### src/rtl/divider_pkg.sv
//------------------------------------------------------------------------------
// divider_pkg : shared types and constants for the sequential divider
// Rev 1.0
//------------------------------------------------------------------------------
`default_nettype none

package divider_pkg;

  typedef enum logic [1:0] {
    IDLE = 2'd0,
    RUN  = 2'd1,
    FIN  = 2'd2
  } div_state_t;

  localparam int DIV_WIDTH_DEFAULT = 5;

  // Quotient reported for a zero divisor: every bit set.
  localparam logic [DIV_WIDTH_DEFAULT-1:0] DIV_ZERO_QUOTIENT = '1;

endpackage

`default_nettype wire

### src/rtl/divider5_seq_trial_sub.sv
//------------------------------------------------------------------------------
// trial_sub : combinational A + ~B + 1 subtractor with carry-out as no-borrow
// Rev 1.0
//------------------------------------------------------------------------------
`default_nettype none

module trial_sub #(
  parameter int WIDTH = 5
) (
  input  logic [WIDTH-1:0] a_i,
  input  logic [WIDTH-1:0] b_i,
  output logic [WIDTH-1:0] diff_o,
  output logic             no_borrow_o
);

  logic [WIDTH:0] w_sum;

  // One extra bit carries the borrow; carry-out set means a >= b.
  assign w_sum       = {1'b0, a_i} + {1'b0, ~b_i} + {{WIDTH{1'b0}}, 1'b1};
  assign diff_o      = w_sum[WIDTH-1:0];
  assign no_borrow_o = w_sum[WIDTH];

endmodule

`default_nettype wire

### src/rtl/divider5_seq.sv
//------------------------------------------------------------------------------
// divider5_seq : restoring unsigned divider, one quotient bit per clock
// Rev 1.0
//------------------------------------------------------------------------------
`default_nettype none

module divider5_seq
  import divider_pkg::*;
#(
  parameter int WIDTH = DIV_WIDTH_DEFAULT
) (
  input  logic             clk,
  input  logic             reset,
  input  logic             start,
  input  logic [WIDTH-1:0] dividend,
  input  logic [WIDTH-1:0] divisor,
  output logic             busy,
  output logic             done,
  output logic [WIDTH-1:0] quotient,
  output logic [WIDTH-1:0] remainder,
  output logic             div_by_zero
);

  localparam int CW = (WIDTH > 1) ? $clog2(WIDTH) : 1;

  div_state_t       state_q;
  logic [CW-1:0]    cnt_q;
  logic [WIDTH-1:0] dvd_q;
  logic [WIDTH-1:0] dvs_q;
  logic [WIDTH-1:0] p_q;
  logic [WIDTH-1:0] qsh_q;
  logic             busy_q;
  logic             done_q;
  logic [WIDTH-1:0] quotient_q;
  logic [WIDTH-1:0] remainder_q;
  logic             dbz_q;

  logic [WIDTH-1:0] p_shift_d;
  logic [WIDTH-1:0] trial_d;
  logic             no_borrow_d;
  logic [WIDTH-1:0] p_d;
  logic [WIDTH-1:0] qsh_d;

  // Bring the next dividend bit into the partial remainder before the trial.
  assign p_shift_d = {p_q[WIDTH-2:0], dvd_q[WIDTH-1]};

  trial_sub #(
    .WIDTH(WIDTH)
  ) u_trial_sub (
    .a_i        (p_shift_d),
    .b_i        (dvs_q),
    .diff_o     (trial_d),
    .no_borrow_o(no_borrow_d)
  );

  assign p_d   = no_borrow_d ? trial_d : p_shift_d;
  assign qsh_d = {qsh_q[WIDTH-2:0], no_borrow_d};

  always_ff @(posedge clk or posedge reset) begin
    if (reset) begin
      state_q     <= IDLE;
      cnt_q       <= '0;
      dvd_q       <= '0;
      dvs_q       <= '0;
      p_q         <= '0;
      qsh_q       <= '0;
      busy_q      <= 1'b0;
      done_q      <= 1'b0;
      quotient_q  <= '0;
      remainder_q <= '0;
      dbz_q       <= 1'b0;
    end else begin
      case (state_q)
        RUN: begin
          p_q   <= p_d;
          qsh_q <= qsh_d;
          dvd_q <= {dvd_q[WIDTH-2:0], 1'b0};
          if (cnt_q == '0) begin
            state_q     <= FIN;
            busy_q      <= 1'b0;
            done_q      <= 1'b1;
            quotient_q  <= qsh_d;
            remainder_q <= p_d;
            dbz_q       <= 1'b0;
          end else begin
            cnt_q <= cnt_q - 1'b1;
          end
        end
        default: begin
          done_q <= 1'b0;
          if (start) begin
            dvd_q <= dividend;
            dvs_q <= divisor;
            if (divisor == '0) begin
              state_q     <= FIN;
              busy_q      <= 1'b0;
              done_q      <= 1'b1;
              quotient_q  <= '1;
              remainder_q <= dividend;
              dbz_q       <= 1'b1;
            end else begin
              state_q <= RUN;
              busy_q  <= 1'b1;
              p_q     <= '0;
              qsh_q   <= '0;
              cnt_q   <= CW'(WIDTH - 1);
            end
          end else begin
            state_q <= IDLE;
            busy_q  <= 1'b0;
          end
        end
      endcase
    end
  end

  assign busy        = busy_q;
  assign done        = done_q;
  assign quotient    = quotient_q;
  assign remainder   = remainder_q;
  assign div_by_zero = dbz_q;

endmodule

`default_nettype wire
### config.mk
export PLATFORM = sky130hd
export DESIGN_NAME = divider5_seq
export DESIGN_NICKNAME = d
export VERILOG_FILES = /design/src/rtl/divider_pkg.sv /design/src/rtl/divider5_seq_trial_sub.sv /design/src/rtl/divider5_seq.sv
export SDC_FILE = /design/constraint.sdc
export NUM_CORES = 1
export LEC_CHECK = 0
export CAP_MARGIN = 10
export CORE_MARGIN = 5
export CORE_UTILIZATION = 30
export DETAILED_ROUTE_END_ITERATION = 12
export GPL_ROUTABILITY_DRIVEN = 0
export MAX_ROUTING_LAYER = met4
export SLEW_MARGIN = 20
export SYNTH_ARGS = -nofsm -noshare
export SYNTH_HDL_FRONTEND = slang
export SYNTH_HIERARCHICAL = 1
export SYNTH_SLANG_ARGS = --single-unit
### constraint.sdc
create_clock -name clk -period 2.5 [get_ports clk]
set_clock_uncertainty 0.05 [all_clocks]
set_input_delay 0.375 -clock clk [delete_from_list [all_inputs] [get_ports clk]]
set_output_delay 0.375 -clock clk [all_outputs]
set_load 0.005 [all_outputs]
**Word level (Yosys, flattened, before mapping)**

Index checks and enable logic that the tools add are counted.

- Input port bits: 13
- Register bits: 36
- Logic and storage cells: 62

- Equal/unequal tests: 4
- Add/sub/neg operators: 3
- Reductions and logical operators: 8
- Muxes and demuxes: 34
- Bitwise gates (word level): 2

Operator list:

| cell | count |
|---|---|
| $mux 5 | 11 |
| $mux 4 | 4 |
| $mux 3 | 4 |
| $mux 1 | 11 |
| $mux 2 | 4 |
| $add 5x5->6 | 1 |
| $add 6x1->6 const B | 1 |
| $reduce_and 3->1 | 2 |
| $logic_not 5->1 | 1 |
| $not 5->5 | 1 |
| $ne 2x2->1 const B | 2 |
| $reduce_and 2->1 | 2 |
| $reduce_bool 2->1 | 2 |
| $logic_not 3->1 | 1 |
| $sub 3x1->3 const B | 1 |
| $eq 2x1->1 const B | 1 |
| $ne 2x1->1 const B | 1 |
| $not 1->1 | 1 |

**Depth between registers and ports, before layout**

- Depth after elaboration: 6
- Mapped depth: 10
- Depth with buffers taken out: 9

**Cells and area by module**

The synthesis kept the hierarchy.

Modules (own cells, without submodules):

| module | cells an instance | area each (sq um) | times used |
|---|---|---|---|
| divider5_seq | 129 | 1535.2 | 1 |
| trial_sub | 29 | 205.2 | 1 |

**Worst setup path after synthesis**

Ideal clock, no wire load.

- Path kind: register to register
- From: register p_q[1]
- To: register remainder_q[4], in the netlist remainder[4]
- Buffers on the path: 1
- Library setup time: 0.125 ns
- Cell stages (with the launch flop): 9
- Slack: 0.535 ns
- Arrival: 1.791 ns
- Data required time: 2.325 ns
- Path through: dfrtp_1 -> ha_1 -> or2_2 -> o211ai_1 -> a21oi_1 -> clkbuf_2 -> mux2i_1 -> o21ai_0 -> mux2_2

- Longest elaborated chain between the ends: 5

RTL lines:

| element | RTL line | source |
|---|---|---|
| start: declaration | divider5_seq.sv:30 | `logic [WIDTH-1:0] p_q;` |
| start signal: assignment | divider5_seq.sv:75 | `p_q <= p_d;` |
| $add 5x5->6 | divider5_seq_trial_sub.sv:19 | `assign w_sum = {1'b0, a_i} + {1'b0, ~b_i} + {{WIDTH{1'b0}}, 1'b1};` |
| $add 6x1->6 | divider5_seq_trial_sub.sv:19 |  |
| named net no_borrow_d | divider5_seq.sv:40 | `logic no_borrow_d;` |
| $mux 5 | divider5_seq.sv:56 | `assign p_d = no_borrow_d ? trial_d : p_shift_d;` |
| $mux 5 | divider5_seq.sv:78 | `if (cnt_q == '0) begin` |
| $mux 5 | divider5_seq.sv:73 | `case (state_q)` |
| end signal: assignment | divider5_seq.sv:83 | `remainder_q <= p_d;` |
| end signal: assignment | divider5_seq.sv:99 | `remainder_q <= dividend;` |
| end: declaration | divider5_seq.sv:35 | `logic [WIDTH-1:0] remainder_q;` |

The timed path passes the listed nets, and every way through them passes these cells. The select of a mux whose other input is x is not followed.
A chain may end at the register's enable or synchronous reset.

**Worst setup path in the final report**

- From: register dvs_q[1]
- To: register remainder_q[1], in the netlist remainder[1]

- Longest elaborated chain between the ends: 6

RTL lines:

| element | RTL line | source |
|---|---|---|
| start: declaration | divider5_seq.sv:29 | `logic [WIDTH-1:0] dvs_q;` |
| start signal: assignment | divider5_seq.sv:93 | `dvs_q <= divisor;` |
| $not 5->5 | divider5_seq_trial_sub.sv:19 |  |
| $add 5x5->6 | divider5_seq_trial_sub.sv:19 |  |
| $add 6x1->6 | divider5_seq_trial_sub.sv:19 |  |
| named net no_borrow_d | divider5_seq.sv:40 |  |
| $mux 5 | divider5_seq.sv:56 |  |
| $mux 5 | divider5_seq.sv:78 |  |
| $mux 5 | divider5_seq.sv:73 |  |

The timed path passes the listed nets, and every way through them passes these cells. The select of a mux whose other input is x is not followed.

==> impl_metrics.toml <==
[outcome]
outcome = "finished clean"

[yosys]
avgSynthCellArea_um2 = 11.02
ys_ff_latch = 34
synthDistinctLibCells = 34
yosysWarnings = 6
ys_seq_area_share_pct = 48.89
netlist_area_mm2 = 0.001740
synth_cells = 158
synth_nets = 179

[worst_hold_path]
holdPathEnd = "cnt_q[0]"
whs_path_depth = 1
worstHoldStart = "cnt_q[0]"
min_path_type = "reg -> reg"

[detailed_routing]
wire_per_inst_um = 14.28
drcViolationCount = 0
dr_wl_met3_um = 133
wl_um = 3699
drtAntennaViolNets = 0
vias_per_cell = 4.649
vias = 1204
drtPass1Iterations = 4
first_iter_violations = 57
wl_met2_um = 1869
routed.top_layer = "met4"
wl_met1_um = 1621

[timing]
rsz0062_at_grt = "false"
worst_pin_slew_ns = 0.4445
setup_tns_ns = 0
fmax_mhz = 450.0
slew_headroom_pct = 70.37
setup_viol = 0
slew_viol_final = 0
hold_violations = 0
period_needed_ns = 2.222
whs_ns = 0.4194
min_period_over_period_pct = 88.89

[clock_tree]
cts.sinks = 34
cts-root-buf = "clkbuf_8"
postCtsHoldBufs = 0
htree_levels = 2
cts_setup_buffers = 0
post_cts_resized = 0
clock_path_buffers = 2
cts_tree = "done"
cts-buffers-inserted = 5
clock_latency_ns = 0.28
clkSlewWorstSetupHoldPaths_ns = 0.07

[global_route]
grt_pass1_wl_um = 6444
grt_use_total_pct = 11.56
antenna_found_initial = 0
grt_pass1_vias = 1322
grt_overflow = 0
grt_max_degree = 35

[placement]
io_buffers = 25
dp_hpwl_um = 2792

[power]
ir_worst_vdd_mv = 0.4300
leakagePower_nw = 0.9891
p_per_area_mw_per_mm2 = 1306

[finish]
final_nets = 209
area_delta_synth_final_pct = 23.22
drive_above_1_share_pct = 16.58
n_antenna_cell = 0

[floorplanning]
initial_core_util_pct = 31.22
rows = 27
die-area_mm2 = 0.007424
io_pins = 26
die_x_um = 86.17
core_mm2 = 0.005574
die_h_um = 86.17

[worst_setup_path]
worstSetupPathType = "reg -> reg"
r2r_end = "remainder[1]"
cp-end-kind = "flop"
path_max_fanout = 4
r2r-start = "dvs_q[1]"
cp.arrival_ns = 2.34
worstPathRequired_ns = 2.61
ff2ff_path_depth = 10
worstSetupStartpointType = "flop"
rrSetupSlack_ns = 0.28

[run]
max_cap_violations = 0
cell type report:
cell class	instances	area [µm²]
clock buffer	6	82.58
fill	551	3430
inverter	16	60.06
multi-input combinational	100	765.7
sequential	34	850.8
tap	72	90.09
timing repair buffer	31	295.3
worst max path at each step:
stage               slack [ns]  cells after the start  startpoint      endpoint
floorplan                 0.53                      8      p_q[1]  remainder[4]
global placement          0.29                     10    dvs_q[1]  remainder[1]
detailed placement        0.28                     10    dvs_q[1]  remainder[1]
CTS                       0.27                     10    dvs_q[1]  remainder[1]
global route              0.04                     10    dvs_q[1]  remainder[1]
finish                    0.28                     10    dvs_q[1]  remainder[1]
registers in the layout, indices dropped and copies added, names as in the netlist:
signal       count
cnt_q            3
div_by_zero      1
dvd_q            5
dvs_q            5
p_q              4
qsh_q            4
quotient         5
remainder        5
state_q          2
report_power, final:
group          switching, mW  total (mW)  leakage (nW)  internal (mW)
logic                  0.703        1.46         0.521          0.759
registers              0.149       0.942         0.425          0.794
clock network          0.185       0.397        0.0431          0.212
critical path, cell delays in order (launching register included):
cell,delay (ns)
dfrtp_1,0.39
inv_1,0.06
ha_1,0.26
nor2b_1,0.18
o211ai_1,0.12
a21oi_1,0.32
buf_4,0.22
mux2i_1,0.18
nor2_1,0.09
a21oi_1,0.14
mux2i_1,0.09
cell families after synthesis:
logic type / after synthesis / share of synthesized area [%]
buffers and inverters: 24 / 7.117
xor gates and xnor gates: 3 / 1.510
adders and majority gates: 8 / 6.182
muxes: 21 / 12.51
and+or+nand+nor: 39 / 11.14
DFF: 34 / 48.89
AOI/OAI and AO/OA: 29 / 12.65
placed cells by master, fill, tap and decap left out, drive strengths merged:
master and instances:
nand3 4, nand2 16, buf 6, a21oi 7
nor2b 2, mux2i 15, clkbuf 6, inv 16
mux2 6, o211ai 1, nor3 1, a31o 4
o21ai 8, a2bb2oi 1, a41oi 1, xor2 1
o22a 5, a21bo 1, fa 1, or2 2
nand2b 3, nor2 11, dfrtp 34, clkdlybuf4s50 25
xnor2 2, ha 7, o22ai 1
synthesized netlist by cell type:
| library cell | number | area (µm²) |
|---|---|---|
| or2_1 | 1 | 6.260 |
| xnor2_1 | 2 | 17.52 |
| inv_1 | 16 | 60.06 |
| o21ai_2 | 2 | 17.52 |
| a2bb2oi_2 | 1 | 15.01 |
| nor2b_2 | 1 | 8.760 |
| clkbuf_2 | 1 | 5.000 |
| xor2_1 | 1 | 8.760 |
| mux2i_1 | 15 | 150.1 |
| dfrtp_1 | 34 | 850.8 |
| nand2_2 | 1 | 6.260 |
| ha_1 | 7 | 87.58 |
| nor2_1 | 11 | 41.29 |
| a21oi_1 | 7 | 35.03 |
| clkbuf_1 | 1 | 3.750 |
| a21bo_1 | 1 | 10.01 |
| nor2b_1 | 1 | 6.260 |
| o22a_1 | 5 | 43.79 |
| nand3_1 | 4 | 20.02 |
| a31o_2 | 4 | 35.03 |
| nand2_4 | 1 | 11.26 |
| fa_1 | 1 | 20.02 |
| or2_2 | 1 | 6.260 |
| mux2_2 | 6 | 67.56 |
| o22ai_1 | 1 | 6.260 |
| buf_6 | 4 | 45.04 |
| o211ai_1 | 1 | 7.510 |
| nand2b_1 | 3 | 18.77 |
| a41oi_1 | 1 | 8.760 |
| buf_2 | 2 | 10.01 |
| nand2_1 | 14 | 52.55 |
| o21ai_4 | 1 | 16.27 |
| o21ai_0 | 5 | 25.02 |
| nor3_4 | 1 | 16.27 |
stage by stage:
stage / util (%) / power, mW / area [µm²] / setup WS (ns) / instances
3_5_place_dp: 36.99 / 2.441 / 2062 / 0.2830 / 253
3_3_place_gp: 36.99 / 2.411 / 2062 / 0.2869 / 253
5_1_grt: 38.47 / 3.061 / 2145 / 0.03743 / 259
4_1_cts: 38.47 / 2.851 / 2145 / 0.2654 / 259
6_report: 38.47 / 2.802 / 2145 / 0.2777 / 259
2_1_floorplan: - / 1.973 / 1740 / 0.5346 / 158
metal layers:
metal | track usage [%] | vias to the layer above
met5 | - | -
met4 | 4.748 | 0
met3 | 3.170 | 8
met2 | 18.92 | 18
met1 | 13.33 | 587
li1 | - | 591
No activity file was read; power rests on OpenSTA's default activity.
